`config.mk`:
```
export PLATFORM = sky130hd
export DESIGN_NAME = mem_access_stage_flat
export DESIGN_NICKNAME = d
export VERILOG_FILES = /design/src/rtl/mem_access_stage_if.sv /design/src/rtl/mem_access_stage.sv /design/src/flat_wrapper.sv
export SDC_FILE = /design/constraint.sdc
export NUM_CORES = 1
export LEC_CHECK = 0
export CAP_MARGIN = 20
export CORE_UTILIZATION = 50
export DETAILED_ROUTE_END_ITERATION = 6
export PLACE_DENSITY = 0.86
export SLEW_MARGIN = 10
export SYNTH_ARGS = -nofsm -noshare
export SYNTH_HDL_FRONTEND = slang
export SYNTH_SLANG_ARGS = --single-unit
```
`constraint.sdc`:
```
create_clock -name clk -period 9.1 [get_ports clk]
set_input_delay 2.73 -clock clk [delete_from_list [all_inputs] [get_ports clk]]
set_output_delay 2.73 -clock clk [all_outputs]
set_load 0.1 [all_outputs]
```
`src/rtl/mem_access_stage_if.sv`:
```
// Word-wide data-memory port with req/ack handshake between the MEM stage and data memory.
interface mem_access_stage_if;
  logic        dm_req;
  logic        dm_we;
  logic [3:0]  dm_wstrb;
  logic [31:0] dm_addr;
  logic [31:0] dm_wdata;
  logic        dm_ack;
  logic [31:0] dm_rdata;

  modport master (
    output dm_req, dm_we, dm_wstrb, dm_addr, dm_wdata,
    input  dm_ack, dm_rdata
  );

  modport slave (
    input  dm_req, dm_we, dm_wstrb, dm_addr, dm_wdata,
    output dm_ack, dm_rdata
  );
endinterface

```
`src/rtl/mem_access_stage.sv`:
```
// MEM pipeline stage: issues single-beat load/store requests, aligns/extends load data, stalls until done.
// Optional misalignment trap (IDLE -> DONE with mem_err/mem_ale, no request) enabled by MEM_ALIGN_CHECK_EN.
//
// state | meaning
// IDLE  | waiting for a valid load/store from EX/MEM
// REQ   | dm_req held, waiting for dm_ack or timeout
// DONE  | one-cycle completion, mem_done high, pipeline advances
module mem_access_stage #(
  parameter int unsigned TIMEOUT = 255
) (
  input  logic                      clk,
  input  logic                      rst,
  input  logic                      mem_valid_in,
  input  logic [4:0]                mem_op,
  input  logic [31:0]               mem_addr,
  input  logic [31:0]               mem_wdata,
  mem_access_stage_if.master        dm,
  output logic [31:0]               mem_rdata_out,
  output logic                      mem_done,
  output logic                      mem_err,
`ifdef MEM_ALIGN_CHECK_EN
  output logic                      mem_ale,
`endif
  output logic                      mem_stall
);

  localparam logic [1:0] IDLE = 2'd0;
  localparam logic [1:0] REQ  = 2'd1;
  localparam logic [1:0] DONE = 2'd2;

  localparam logic [31:0] TO_LAST = (TIMEOUT == 0) ? 32'd0 : 32'(TIMEOUT - 1);

  logic [1:0]  state;
  logic [31:0] wait_cnt;
  logic        store_q;
  logic        uns_q;
  logic [1:0]  size_q;
  logic [1:0]  lo_q;

  logic        op_load, op_store, op_uns;
  logic [1:0]  op_size;
  logic        access;
  logic        misalign;
  logic [3:0]  strb_nxt;
  logic [31:0] wdata_nxt;
  logic [7:0]  byte_v;
  logic [15:0] half_v;
  logic [31:0] load_data;

  assign op_load  = mem_op[4];
  assign op_store = mem_op[3];
  assign op_uns   = mem_op[2];
  assign op_size  = mem_op[1:0];
  assign access   = mem_valid_in & (op_load ^ op_store) & (op_size != 2'b11);

`ifdef MEM_ALIGN_CHECK_EN
  assign misalign = ((op_size == 2'b01) & mem_addr[0]) |
                    ((op_size == 2'b10) & (mem_addr[1:0] != 2'b00));
`else
  assign misalign = 1'b0;
`endif

  assign mem_stall = ((state == IDLE) & access) | (state == REQ);

  always_comb begin
    strb_nxt  = 4'b1111;
    wdata_nxt = mem_wdata;
    case (op_size)
      2'b00: begin
        strb_nxt  = 4'b0001 << mem_addr[1:0];
        wdata_nxt = {4{mem_wdata[7:0]}};
      end
      2'b01: begin
        strb_nxt  = mem_addr[1] ? 4'b1100 : 4'b0011;
        wdata_nxt = {2{mem_wdata[15:0]}};
      end
      default: ;
    endcase
    if (!op_store) strb_nxt = 4'b0000;
  end

  assign byte_v = 8'(dm.dm_rdata >> {lo_q, 3'b000});
  assign half_v = 16'(dm.dm_rdata >> {lo_q[1], 4'b0000});

  always_comb begin
    load_data = dm.dm_rdata;
    case (size_q)
      2'b00:   load_data = uns_q ? {24'b0, byte_v} : {{24{byte_v[7]}}, byte_v};
      2'b01:   load_data = uns_q ? {16'b0, half_v} : {{16{half_v[15]}}, half_v};
      default: ;
    endcase
  end

  always_ff @(posedge clk or posedge rst) begin
    if (rst) begin
      state         <= IDLE;
      wait_cnt      <= '0;
      store_q       <= 1'b0;
      uns_q         <= 1'b0;
      size_q        <= 2'b00;
      lo_q          <= 2'b00;
      dm.dm_req     <= 1'b0;
      dm.dm_we      <= 1'b0;
      dm.dm_wstrb   <= 4'b0000;
      dm.dm_addr    <= '0;
      dm.dm_wdata   <= '0;
      mem_rdata_out <= '0;
      mem_done      <= 1'b0;
      mem_err       <= 1'b0;
`ifdef MEM_ALIGN_CHECK_EN
      mem_ale       <= 1'b0;
`endif
    end else begin
      mem_done <= 1'b0;
      mem_err  <= 1'b0;
`ifdef MEM_ALIGN_CHECK_EN
      mem_ale  <= 1'b0;
`endif
      case (state)
        IDLE: begin
          if (access) begin
            if (misalign) begin
              mem_rdata_out <= '0;
              mem_done      <= 1'b1;
              mem_err       <= 1'b1;
`ifdef MEM_ALIGN_CHECK_EN
              mem_ale       <= 1'b1;
`endif
              state         <= DONE;
            end else begin
              store_q     <= op_store;
              uns_q       <= op_uns;
              size_q      <= op_size;
              lo_q        <= mem_addr[1:0];
              dm.dm_req   <= 1'b1;
              dm.dm_we    <= op_store;
              dm.dm_wstrb <= strb_nxt;
              dm.dm_addr  <= {mem_addr[31:2], 2'b00};
              dm.dm_wdata <= wdata_nxt;
              wait_cnt    <= '0;
              state       <= REQ;
            end
          end
        end
        REQ: begin
          // ack takes priority over a timeout landing in the same cycle
          if (dm.dm_ack) begin
            dm.dm_req     <= 1'b0;
            mem_rdata_out <= store_q ? 32'h0 : load_data;
            mem_done      <= 1'b1;
            state         <= DONE;
          end else if ((TIMEOUT != 0) && (wait_cnt == TO_LAST)) begin
            dm.dm_req     <= 1'b0;
            mem_rdata_out <= '0;
            mem_done      <= 1'b1;
            mem_err       <= 1'b1;
            state         <= DONE;
          end else if (TIMEOUT != 0) begin
            wait_cnt <= wait_cnt + 32'd1;
          end
        end
        DONE:    state <= IDLE;
        default: state <= IDLE;
      endcase
    end
  end

endmodule

```
`src/flat_wrapper.sv`:
```
// flat-port wrapper written by rule: the top's interface ports become plain ports
module mem_access_stage_flat 
#(
  parameter int unsigned TIMEOUT = 255
)
  (clk, rst, mem_valid_in, mem_op, mem_addr, mem_wdata, mem_rdata_out, mem_done, mem_err, mem_stall, dm_dm_req, dm_dm_we, dm_dm_wstrb, dm_dm_addr, dm_dm_wdata, dm_dm_ack, dm_dm_rdata);
  mem_access_stage_if dm_i ();
  input  logic clk;
  input  logic rst;
  input  logic mem_valid_in;
  input  logic [4:0] mem_op;
  input  logic [31:0] mem_addr;
  input  logic [31:0] mem_wdata;
  output logic [31:0] mem_rdata_out;
  output logic mem_done;
  output logic mem_err;
  output logic mem_stall;
  output wire logic [$bits(dm_i.dm_req)-1:0] dm_dm_req;
  output wire logic [$bits(dm_i.dm_we)-1:0] dm_dm_we;
  output wire logic [$bits(dm_i.dm_wstrb)-1:0] dm_dm_wstrb;
  output wire logic [$bits(dm_i.dm_addr)-1:0] dm_dm_addr;
  output wire logic [$bits(dm_i.dm_wdata)-1:0] dm_dm_wdata;
  input wire logic [$bits(dm_i.dm_ack)-1:0] dm_dm_ack;
  input wire logic [$bits(dm_i.dm_rdata)-1:0] dm_dm_rdata;
  assign dm_dm_req = dm_i.dm_req;
  assign dm_dm_we = dm_i.dm_we;
  assign dm_dm_wstrb = dm_i.dm_wstrb;
  assign dm_dm_addr = dm_i.dm_addr;
  assign dm_dm_wdata = dm_i.dm_wdata;
  assign dm_i.dm_ack = dm_dm_ack;
  assign dm_i.dm_rdata = dm_dm_rdata;
  mem_access_stage #(.TIMEOUT(TIMEOUT)) u_core (.clk(clk), .rst(rst), .mem_valid_in(mem_valid_in), .mem_op(mem_op), .mem_addr(mem_addr), .mem_wdata(mem_wdata), .dm(dm_i), .mem_rdata_out(mem_rdata_out), .mem_done(mem_done), .mem_err(mem_err), .mem_stall(mem_stall));
endmodule
```
======== Word-level counts from Yosys, hierarchy flattened ========
Cells that the tools add are included.
storage, ports and cells
  register bits after elaboration ......... 141
  latch bits .............................. 0
  memory bits (writable) .................. 0
  ROM bits ................................ 0
  input bits .............................. 105
  output and inout bits ................... 105
  word-level logic and storage cells ...... 68
  memories ................................ 0
cells by class
  add/sub/neg operators ................... 1
  multipliers ............................. 0
  div/mod/pow operators ................... 0
  $lt $le $gt $ge ......................... 0
  eq/ne operators ......................... 9
  shift-type cells ........................ 3
  multiplexer cells ....................... 27
  bitwise gates (word level) .............. 5
  reductions and logical operators ........ 10
operators by type and width
  operator                                                                 number
  32-bit 2-to-1 mux                                                        8
  32-bit case mux with 2 select lines                                      3
  32-bit by 1-bit adder with 32-bit output, second input constant          1
  32-bit by 8-bit == test with 1-bit output, second input constant         1
  32-bit by 5-bit >> shifter with 16-bit output                            1
  32-bit by 5-bit >> shifter with 8-bit output                             1
  1-bit 2-to-1 mux                                                         8
  4-bit 2-to-1 mux                                                         2
  4-bit case mux with 2 select lines                                       1
  2-bit by 1-bit == test with 1-bit output, second input constant          3
  2-bit zero test                                                          3
  2-bit 2-to-1 mux                                                         3
  2-bit inequality test, second input constant                             3
  2-bit AND reduction                                                      3
  2-bit case mux with 2 select lines                                       1
  4-bit AND reduction                                                      1
  2-bit nonzero test                                                       2
  1-bit by 2-bit left shift with 4-bit output, first input constant        1
  1-bit AND                                                                3
  3-bit inequality test, second input constant                             1
  3-bit AND reduction                                                      1
  2-bit by 1-bit inequality test with 1-bit output, second input constant  1
  1-bit case mux with 2 select lines                                       1
  1-bit OR                                                                 1
  1-bit bitwise XOR                                                        1

======== Depth between registers and ports, before layout ========
Gate-level depths: netlist of the first run.
  depth in word-level cells ............... 5
  mapped depth ............................ 8
  depth with buffers taken out ............ 8

======== Worst setup path after synthesis of the first run ========
No wires, ideal clock.
  path type ............................... input port to output port
  from .................................... in mem_op[1]
  to ...................................... out mem_stall
  data arrival time ....................... 3,720 ps
  data required time ...................... 6,370 ps
  setup slack ............................. 2,650 ps
  stages .................................. 3
  path buffers ............................ 0
  cell sequence ........................... a22oi_1 > o2111ai_1 > nand2_1
on the way
  word-level cells in the longest chain between the ends .. 4
RTL lines
  element                RTL line                source
  start: declaration     flat_wrapper.sv:11      input logic [4:0] mem_op;
  2-bit inequality test  mem_access_stage.sv:54  assign access = mem_valid_in & (op_load ^ op_store) & (op_size != 2'b11);
  1-bit AND              mem_access_stage.sv:54
  1-bit AND              mem_access_stage.sv:63  assign mem_stall = ((state == IDLE) & access) | (state == REQ);
  1-bit OR               mem_access_stage.sv:63
  end: declaration       flat_wrapper.sv:17      output logic mem_stall;
No other way between the ends.

======== Worst setup path after layout of the first run ========
Ends and elaborated chain as after synthesis.

==> results.py, run 1 <==
metrics = {
    "pwr": {
        "ir_worst_vdd_uv": 243,
        "finalPower_uw": 3580,
        "leakagePower_uw": 0.00420,
        "power_density_mw_per_mm2": 381,
    },
    "layout": {
        "syn_to_final_growth_pct": 42.8,
        "layout-drive-gt1-share_pct": 5.88,
        "antenna_cells": 0,
        "final_cells": 1073,
        "mostFrequentLayoutCells": "clkdlybuf4s50_1 (206), nand2_1 (176), dfrtp_1 (141)",
        "n_fill_cell": 933,
        "final_common_cell": "clkdlybuf4s50_1",
        "final_nets": 995,
    },
    "detailed_routing": {
        "first_iter_violations": 407,
        "viasPerCell": 5.59,
        "vias": 5998,
        "firstDrtPassIters": 5,
        "wl_per_cell_um": 16.8,
        "wirelength_um": 18100,
        "antenna_left": 0,
        "drt_drc_violations_left": 0,
    },
    "cts": {
        "post_cts_resized": 0,
        "postCtsSetupRepairBufs": 0,
        "cts_buffers": 17,
        "cts-root-buf": "clkbuf_16",
        "cts.sinks": 141,
        "clkTransAtPathRegs_ns": 0.06,
        "cts_tree": "done",
        "hold_buffers": 0,
        "cts.htree.levels": 4,
        "cts_buffer_depth": 2,
        "clkLatencyLatePin_ns": 0.42,
    },
    "global_routing": {
        "grt_first_pass_wirelength_um": 28800,
        "grt_overflow": 0,
        "grt_antenna_before_repair": 0,
        "grt_max_degree": 109,
        "gr-usage-all-layers_pct": 27.5,
        "grt_pass1_vias": 5759,
    },
    "critical_path": {
        "slowest_stage": "clkdlybuf4s50_1",
        "worstSetupPathType": "in2out",
        "worstSetupEndpointType": "output port",
        "crit_required_ns": 6.37,
        "crit_cells": 6,
        "critPathArrivalTime_ns": 4.27,
        "r2r.worst_path.cells": 5,
        "crit_fanout": 31,
        "critPathBufInv": 3,
        "crit_family": "buffers and inverters",
        "path_cells": "clkdlybuf4s50_1 > buf_4 > a22oi_1 > o2111ai_1 > nand2_1 > buf_4",
        "max_stage_delay_ns": 0.39,
        "critPathLaunchType": "input port",
        "cpMostUsedCell": "buf_4",
    },
    "synth": {
        "synth_area_leaders": "dfrtp_1 (54%), nand2_1 (10%), mux2i_1 (5.5%), o21ai_0 (3.8%), a21oi_1 (2.7%)",
        "syn-mean-instance-area_um2": 9.47,
        "yosys.area.top_type": "dfrtp_1",
        "synth_edf_count": 0,
        "synthFlopType": "dfrtp_1",
        "synth_seq_cells": 141,
        "async_reset_ff_share_pct": 100,
        "ys_types": 56,
        "synth_top_area_share_pct": 53.5,
        "netlist_area_mm2": 0.00659,
        "ys_seq_area_share_pct": 53.5,
        "yosys_warnings": 0,
        "syn-instance-count": 696,
    },
    "run": {
        "maxCapViolCount": 0,
    },
    "sta": {
        "period_share_pct": 76.9,
        "slew_headroom_pct": 31.1,
        "slew_viol_final": 0,
        "rsz0062_at_grt": "no",
        "fmax_mhz": 143,
        "skew_ns": 0.00613,
        "final_hold_viol_count": 0,
        "finalSetupViolations": 0,
        "min_period_ns": 7.00,
        "worstMarginPinSlew_ns": 1.03,
        "fin_setup_tns_ns": 0,
    },
    "status": {
        "outcome": "completed",
    },
    "floorplan": {
        "die_h_um": 117,
        "core_area_mm2": 0.0127,
        "chipWidth_um": 117,
        "initial_core_util_pct": 51.8,
        "dieArea_mm2": 0.0136,
        "io_pins": 210,
        "rows": 41,
    },
    "place": {
        "post-place-cells": 1041,
        "place.gp.congestion": 0.888,
        "dp_hpwl_um": 12300,
        "numPortBuffers": 207,
    },
    "min_path": {
        "hold_depth": 1,
        "hold_class": "reg2reg",
    },
}
## registers in the layout, summed over array words and instances, names as in the netlist
signal	cells
u_core.dm.dm_wdata	32
u_core.size_q	2
u_core.uns_q	1
u_core.dm.dm_wstrb	4
u_core.lo_q	2
u_core.mem_rdata_out	32
u_core.mem_done	1
u_core.dm.dm_req	1
u_core.dm.dm_we	1
u_core.mem_err	1
u_core.wait_cnt	32
u_core.state	2
u_core.dm.dm_addr	30
## cell usage after synthesis (15+ instances only)
| master | n |
|---|---|
| nand3_1 | 15 |
| dfrtp_1 | 141 |
| mux2i_1 | 36 |
| nor2_1 | 23 |
| o21ai_0 | 50 |
| a21o_1 | 15 |
| inv_1 | 22 |
| nor3_1 | 22 |
| nand2_1 | 176 |
| clkbuf_1 | 34 |
| a21oi_1 | 35 |
| a221o_1 | 16 |
## layout make-up
cell class	count	area, um^2	share of cell area, %
clock buffers	21	480	5.11
clock inverters	11	163	1.73
inverters	24	95.1	1.01
multi-input cells	491	2820	29.9
flip-flops and latches	141	3530	37.5
well taps	172	215	2.29
repair buffers	213	2110	22.5
## routing by layer
layer / global-route usage (%) / wire length, um / vias up
met3: 9.22 / 1680 / 55
li1: - / - / 2808
met4: 16.2 / 768 / 0
met5: 0 / 0 / -
met2: 42.1 / 8250 / 304
met1: 34.2 / 7380 / 2831
## path summary, 6_finish.rpt
path | from | to | slack, ns
worst min-delay path | u_core.wait_cnt[7] | u_core.wait_cnt[7] | 0.47
max in group asynchronous | rst | u_core.dm.dm_wdata[4] | 5.07
min in group asynchronous | rst | u_core.mem_rdata_out[13] | 2.84
worst max register to register | u_core.wait_cnt[2] | u_core.wait_cnt[28] | 6.60
worst max-delay path | mem_op[1] | mem_stall | 2.10
worst min register to register | u_core.wait_cnt[7] | u_core.wait_cnt[7] | 0.47
## power by group
group          leakage (uW)  total, uW  switching, uW  internal, uW
sequential          0.00182        922            123           799
clock              0.000311        747            261           486
combinational       0.00206       1910           1480           433
## kinds of logic after synthesis
kind of cell               share of synthesized area [%]
xor gates and xnor gates                           0.664
and+or+nand+nor                                     19.6
DFF                                                 53.5
AOI/OAI and AO/OA                                   16.3
buffers and inverters                               3.99
muxes                                               5.47
adders and majority gates                          0.380
other                                             0.0569
## per-stage QoR
stage	utilization, %	area (um^2)	setup WS (ns)	hold WS (ns)
final	74.0	9410	2.10	0.465
after global routing	74.0	9410	1.99	0.475
after CTS	74.0	9410	2.10	0.464
after detailed placement	68.9	8770	2.10	0.457
after global placement	68.9	8770	2.07	0.450
after floorplan	-	6600	2.59	0.435
No activity file was read; power rests on OpenSTA's default activity.
==> run 2: changes to the inputs <==
--- a/config.mk
+++ b/config.mk
@@ -6,9 +6,9 @@
 export NUM_CORES = 1
 export LEC_CHECK = 0
 export CAP_MARGIN = 20
-export CORE_UTILIZATION = 50
+export CORE_UTILIZATION = 47
 export DETAILED_ROUTE_END_ITERATION = 6
-export PLACE_DENSITY = 0.86
+export PLACE_DENSITY = 0.82
 export SLEW_MARGIN = 10
 export SYNTH_ARGS = -nofsm -noshare
 export SYNTH_HDL_FRONTEND = slang
==> constraint.sdc (replaced) <==
create_clock -name clk -period 7.15 [get_ports clk]
set_input_delay 2.145 -clock clk [delete_from_list [all_inputs] [get_ports clk]]
set_output_delay 2.145 -clock clk [all_outputs]
set_load 0.1 [all_outputs]
==> results.py, run 2 (synthesis results as in run 1) <==
metrics = {
    "sta": {
        "hold_slack_ns": 0.472,
        "slew_viol_final": 0,
        "fmax_mhz": 171,
        "period_share_pct": 81.8,
        "finalSetupViolations": 0,
        "min_period_ns": 5.85,
        "slew_headroom_pct": 30.9,
        "final_hold_viol_count": 0,
        "rsz0062_at_grt": "no",
        "worstMarginPinSlew_ns": 1.03,
        "skew_ns": 0.00539,
        "fin_setup_tns_ns": 0,
    },
    "cts": {
        "cts_tree": "done",
        "postCtsSetupRepairBufs": 0,
        "cts_buffers": 17,
        "cts-root-buf": "clkbuf_16",
        "hold_buffers": 0,
        "clkTransAtPathRegs_ns": 0.06,
        "clkLatencyLatePin_ns": 0.42,
        "post_cts_resized": 0,
        "cts.sinks": 141,
        "cts_buffer_depth": 2,
        "cts.htree.levels": 4,
    },
    "layout": {
        "syn_to_final_growth_pct": 42.4,
        "final_nets": 995,
        "layout-drive-gt1-share_pct": 5.67,
        "antenna_cells": 0,
        "fin_util_pct": 69.8,
        "final_cells": 1076,
        "final_common_cell": "clkdlybuf4s50_1",
        "reg.largest.list": "u_core.dm.dm_wdata x32, u_core.mem_rdata_out x32, u_core.wait_cnt x32",
        "mostFrequentLayoutCells": "clkdlybuf4s50_1 (206), nand2_1 (176), dfrtp_1 (141)",
    },
    "floorplan": {
        "dieArea_mm2": 0.0145,
        "io_pins": 210,
        "core_area_mm2": 0.0135,
        "initial_core_util_pct": 49.0,
        "die_h_um": 120,
        "chipWidth_um": 120,
        "rows": 42,
    },
    "place": {
        "post-place-cells": 1045,
        "dp_hpwl_um": 12200,
        "numPortBuffers": 207,
        "place.gp.congestion": 0.849,
    },
    "critical_path": {
        "crit_fanout": 12,
        "regToRegSetupSlack_ns": 4.66,
        "critPathLaunchType": "input port",
        "r2r-start": "u_core.state[0]",
        "rr_endpoint": "u_core.wait_cnt[24]",
        "crit_required_ns": 5.01,
        "critPathArrivalTime_ns": 3.70,
        "worstSetupEndpointType": "output port",
        "worstSetupPathType": "in2out",
        "r2r.worst_path.cells": 4,
    },
    "global_routing": {
        "grt_overflow": 0,
        "grt_first_pass_wirelength_um": 28600,
        "gr-usage-all-layers_pct": 25.4,
        "grt_antenna_before_repair": 0,
        "grt_pass1_vias": 5587,
        "grt_max_degree": 96,
    },
    "pwr": {
        "power_density_mw_per_mm2": 481,
        "ir_worst_vdd_uv": 327,
        "leakagePower_uw": 0.00418,
        "finalPower_uw": 4510,
    },
    "detailed_routing": {
        "vias": 5929,
        "drt_drc_violations_left": 0,
        "wirelength_um": 17800,
        "antenna_left": 0,
        "wl_per_cell_um": 16.6,
        "viasPerCell": 5.51,
        "firstDrtPassIters": 5,
        "first_iter_violations": 420,
    },
    "status": {
        "outcome": "completed",
    },
    "min_path": {
        "whs_endpoint": "u_core.dm.dm_addr[16]",
        "hold_depth": 2,
        "hold_class": "reg2reg",
        "min-delay-start": "u_core.dm.dm_addr[16]",
    },
    "run": {
        "maxCapViolCount": 0,
    },
}
run 2: cell count changes in the layout (fill, tap and decap cells not counted), sizes merged:
cell      change
clkinvlp      -1
bufinv        -1
clkbuf        -1
clkinv        +2
run 2: how the worst max path moves through the flow:
stage                                  endpoint  cells after the start      start  slack (ns)
final                                 mem_stall                      6  mem_op[0]        1.30
after global routing                  mem_stall                      6  mem_op[0]        1.27
after CTS                             mem_stall                      6  mem_op[0]        1.30
after detailed placement              mem_stall                      6  mem_op[0]        1.30
after global placement                mem_stall                      6  mem_op[0]        1.31
after floorplan           u_core.dm.dm_addr[10]                      1        rst        1.22
run 2: power breakdown:
| group | total (uW) | switching [uW] | leakage [uW] | internal (uW) |
|---|---|---|---|---|
| combinational | 2440 | 1880 | 0.00207 | 554 |
| clock | 898 | 334 | 0.000292 | 563 |
| sequential | 1180 | 160 | 0.00182 | 1020 |
run 2: per-layer routing:
layer  GRT usage [%]  up-vias  part of all wire [%]
li1                -     2816                     -
met1            33.2     2861                    44
met2            39.8      224                    47
met3            7.36       28                   7.7
met4            10.3        0                   2.2
met5               0        -                     0
run 2: cell type report:
cell class                      instances  area (um^2)
Clock buffer                           20          457
Fill cell                            1099         4070
Timing Repair Buffer                  213         2130
Clock inverter                         11          143
Sequential cell                       141         3530
Tap cell                              176          220
Multi-Input combinational cell        491         2820
Inverter                               24         95.1
run 2: metrics by stage:
stage                     area (um^2)  setup slack, ns
after global placement           8790             1.31
after detailed placement         8790             1.30
after floorplan                  6600             1.22
final                            9390             1.30
after CTS                        9390             1.30
after global routing             9390             1.27
run 2: worst max-delay path: stages:
cell and delay [ns]:
clkdlybuf4s50_1 0.47, buf_4 0.23, a22oi_1 0.12, o2111ai_1 0.26
nand2_1 0.24, buf_12 0.23
==> run 3: changes to the inputs <==
--- a/config.mk
+++ b/config.mk
@@ -6,9 +6,9 @@
 export NUM_CORES = 1
 export LEC_CHECK = 0
 export CAP_MARGIN = 20
-export CORE_UTILIZATION = 47
+export CORE_UTILIZATION = 42
 export DETAILED_ROUTE_END_ITERATION = 6
-export PLACE_DENSITY = 0.82
+export PLACE_DENSITY = 0.78
 export SLEW_MARGIN = 10
 export SYNTH_ARGS = -nofsm -noshare
 export SYNTH_HDL_FRONTEND = slang
==> constraint.sdc (replaced) <==
create_clock -name clk -period 5.04 [get_ports clk]
set_input_delay 1.512 -clock clk [delete_from_list [all_inputs] [get_ports clk]]
set_output_delay 1.512 -clock clk [all_outputs]
set_load 0.1 [all_outputs]
==> results.py, run 3 (synthesis results as in run 1) <==
metrics = {
    "cts": {
        "cts-root-buf": "clkbuf_16",
        "cts_buffers": 17,
        "postCtsSetupRepairBufs": 0,
        "cts_buffer_depth": 2,
        "post_cts_resized": 0,
        "clkTransAtPathRegs_ns": 0.06,
        "hold_buffers": 0,
        "clkLatencyLatePin_ns": 0.42,
        "cts.htree.levels": 4,
        "cts.sinks": 141,
        "cts_tree": "done",
    },
    "floorplan": {
        "dieArea_mm2": 0.0162,
        "core_area_mm2": 0.0153,
        "die_h_um": 127,
        "initial_core_util_pct": 43.2,
        "chipWidth_um": 127,
        "io_pins": 210,
        "rows": 45,
    },
    "layout": {
        "n_fill_cell": 1275,
        "syn_to_final_growth_pct": 43.1,
        "final_common_cell": "clkdlybuf4s50_1",
        "antenna_cells": 0,
        "mostFrequentLayoutCells": "clkdlybuf4s50_1 (206), nand2_1 (176), dfrtp_1 (141)",
        "layout-drive-gt1-share_pct": 6.19,
        "reg.largest.list": "u_core.dm.dm_wdata x32, u_core.mem_rdata_out x32, u_core.wait_cnt x32",
        "final_nets": 1000,
    },
    "detailed_routing": {
        "wl_per_cell_um": 15.8,
        "first_iter_violations": 556,
        "drt_drc_violations_left": 0,
        "vias": 5899,
        "firstDrtPassIters": 5,
        "antenna_left": 0,
        "viasPerCell": 5.29,
        "wirelength_um": 17700,
    },
    "sta": {
        "period_share_pct": 88.6,
        "slew_viol_final": 0,
        "min_period_ns": 4.46,
        "finalSetupViolations": 0,
        "worstMarginPinSlew_ns": 1.10,
        "fmax_mhz": 224,
        "rsz0062_at_grt": "no",
        "fin_ws_ns": 0.575,
        "final_hold_viol_count": 0,
        "slew_headroom_pct": 26.3,
        "skew_ns": 0.00857,
        "fin_setup_tns_ns": 0,
    },
    "run": {
        "maxCapViolCount": 0,
    },
    "critical_path": {
        "crit_required_ns": 3.53,
        "critPathArrivalTime_ns": 2.95,
        "crit_fanout": 7,
        "max_stage_delay_ns": 0.52,
        "worstSetupEndpointType": "output port",
        "critPathLaunchType": "input port",
        "crit_family": "buffers and inverters",
        "slowest_stage": "clkdlybuf4s50_1",
        "path_cells": "clkdlybuf4s50_1 > o2111ai_1 > nand2_1 > buf_12",
        "critPathBufInv": 2,
        "worstSetupPathType": "in2out",
    },
    "global_routing": {
        "gr-usage-all-layers_pct": 22.8,
        "grt_first_pass_wirelength_um": 29000,
        "grt_antenna_before_repair": 0,
        "grt_max_degree": 69,
        "grt_overflow": 0,
        "grt_pass1_vias": 5606,
    },
    "pwr": {
        "leakagePower_uw": 0.00417,
        "power_density_mw_per_mm2": 669,
        "ir_worst_vdd_uv": 430,
    },
    "place": {
        "place.gp.congestion": 0.877,
        "numPortBuffers": 207,
        "pre_cts_ws_ns": 0.550,
        "dp_hpwl_um": 12400,
    },
    "status": {
        "outcome": "completed",
    },
    "min_path": {
        "hold_class": "reg2reg",
    },
}
## run 3: routing by layer
layer / wire [um] / GRT usage (%) / part of all wire, %
met1: 7930 / 31.0 / 45
met2: 8130 / 35.0 / 46
met3: 1350 / 6.91 / 7.6
met4: 269 / 7.28 / 1.5
met5: 0 / 0 / 0
## run 3: report_power, final
group / switching, uW / leakage, uW / total (uW) / internal [uW]
clock network: 497 / 0.000258 / 1190 / 692
registers: 226 / 0.00182 / 1670 / 1440
logic: 2660 / 0.00209 / 3450 / 790
total: 3380 / 0.00417 / 6310 / 2920
## run 3: stage by stage
stage                     util, %  instances  total power [uW]  area, um^2  hold slack [ns]
final                        61.8       1116              6310        9430            0.472
after global routing         61.8       1116              6550        9430            0.495
after CTS                    61.8       1116              6340        9430            0.472
after detailed placement     58.2       1085              5140        8880            0.461
after global placement       58.2       1085              5110        8880            0.448
after floorplan                 -        697              4270        6600            0.435
## run 3: worst paths after layout
check / from / to / slack [ns] / cells after the start
min in group asynchronous: rst / u_core.mem_rdata_out[29] / 1.52 / 2
worst min-delay path: u_core.wait_cnt[7] / u_core.wait_cnt[7] / 0.47 / 1
worst max register to register: u_core.wait_cnt[2] / u_core.wait_cnt[24] / 2.62 / 5
worst min register to register: u_core.wait_cnt[7] / u_core.wait_cnt[7] / 0.47 / 1
max in group asynchronous: rst / u_core.dm.dm_wdata[18] / 2.68 / 3
worst max-delay path: mem_op[3] / mem_stall / 0.58 / 4
## run 3: cell type report
cell class / count / area, um^2 / area share [%]
clock buffer: 19 / 443 / 4.69
timing repair buffer: 218 / 2180 / 23.1
inverter: 24 / 93.8 / 0.995
tap: 211 / 264 / 2.80
sequential: 141 / 3530 / 37.4
multi-input combinational: 491 / 2820 / 29.8
clock inverter: 12 / 113 / 1.19
## run 3: worst reg2reg max path: stages, from the launching register on
cell and delay [ns]:
dfrtp_1 0.42, nand3_2 0.19, nor3_1 0.52, nand4_1 0.54, nor4_2 0.44, mux2i_1 0.22
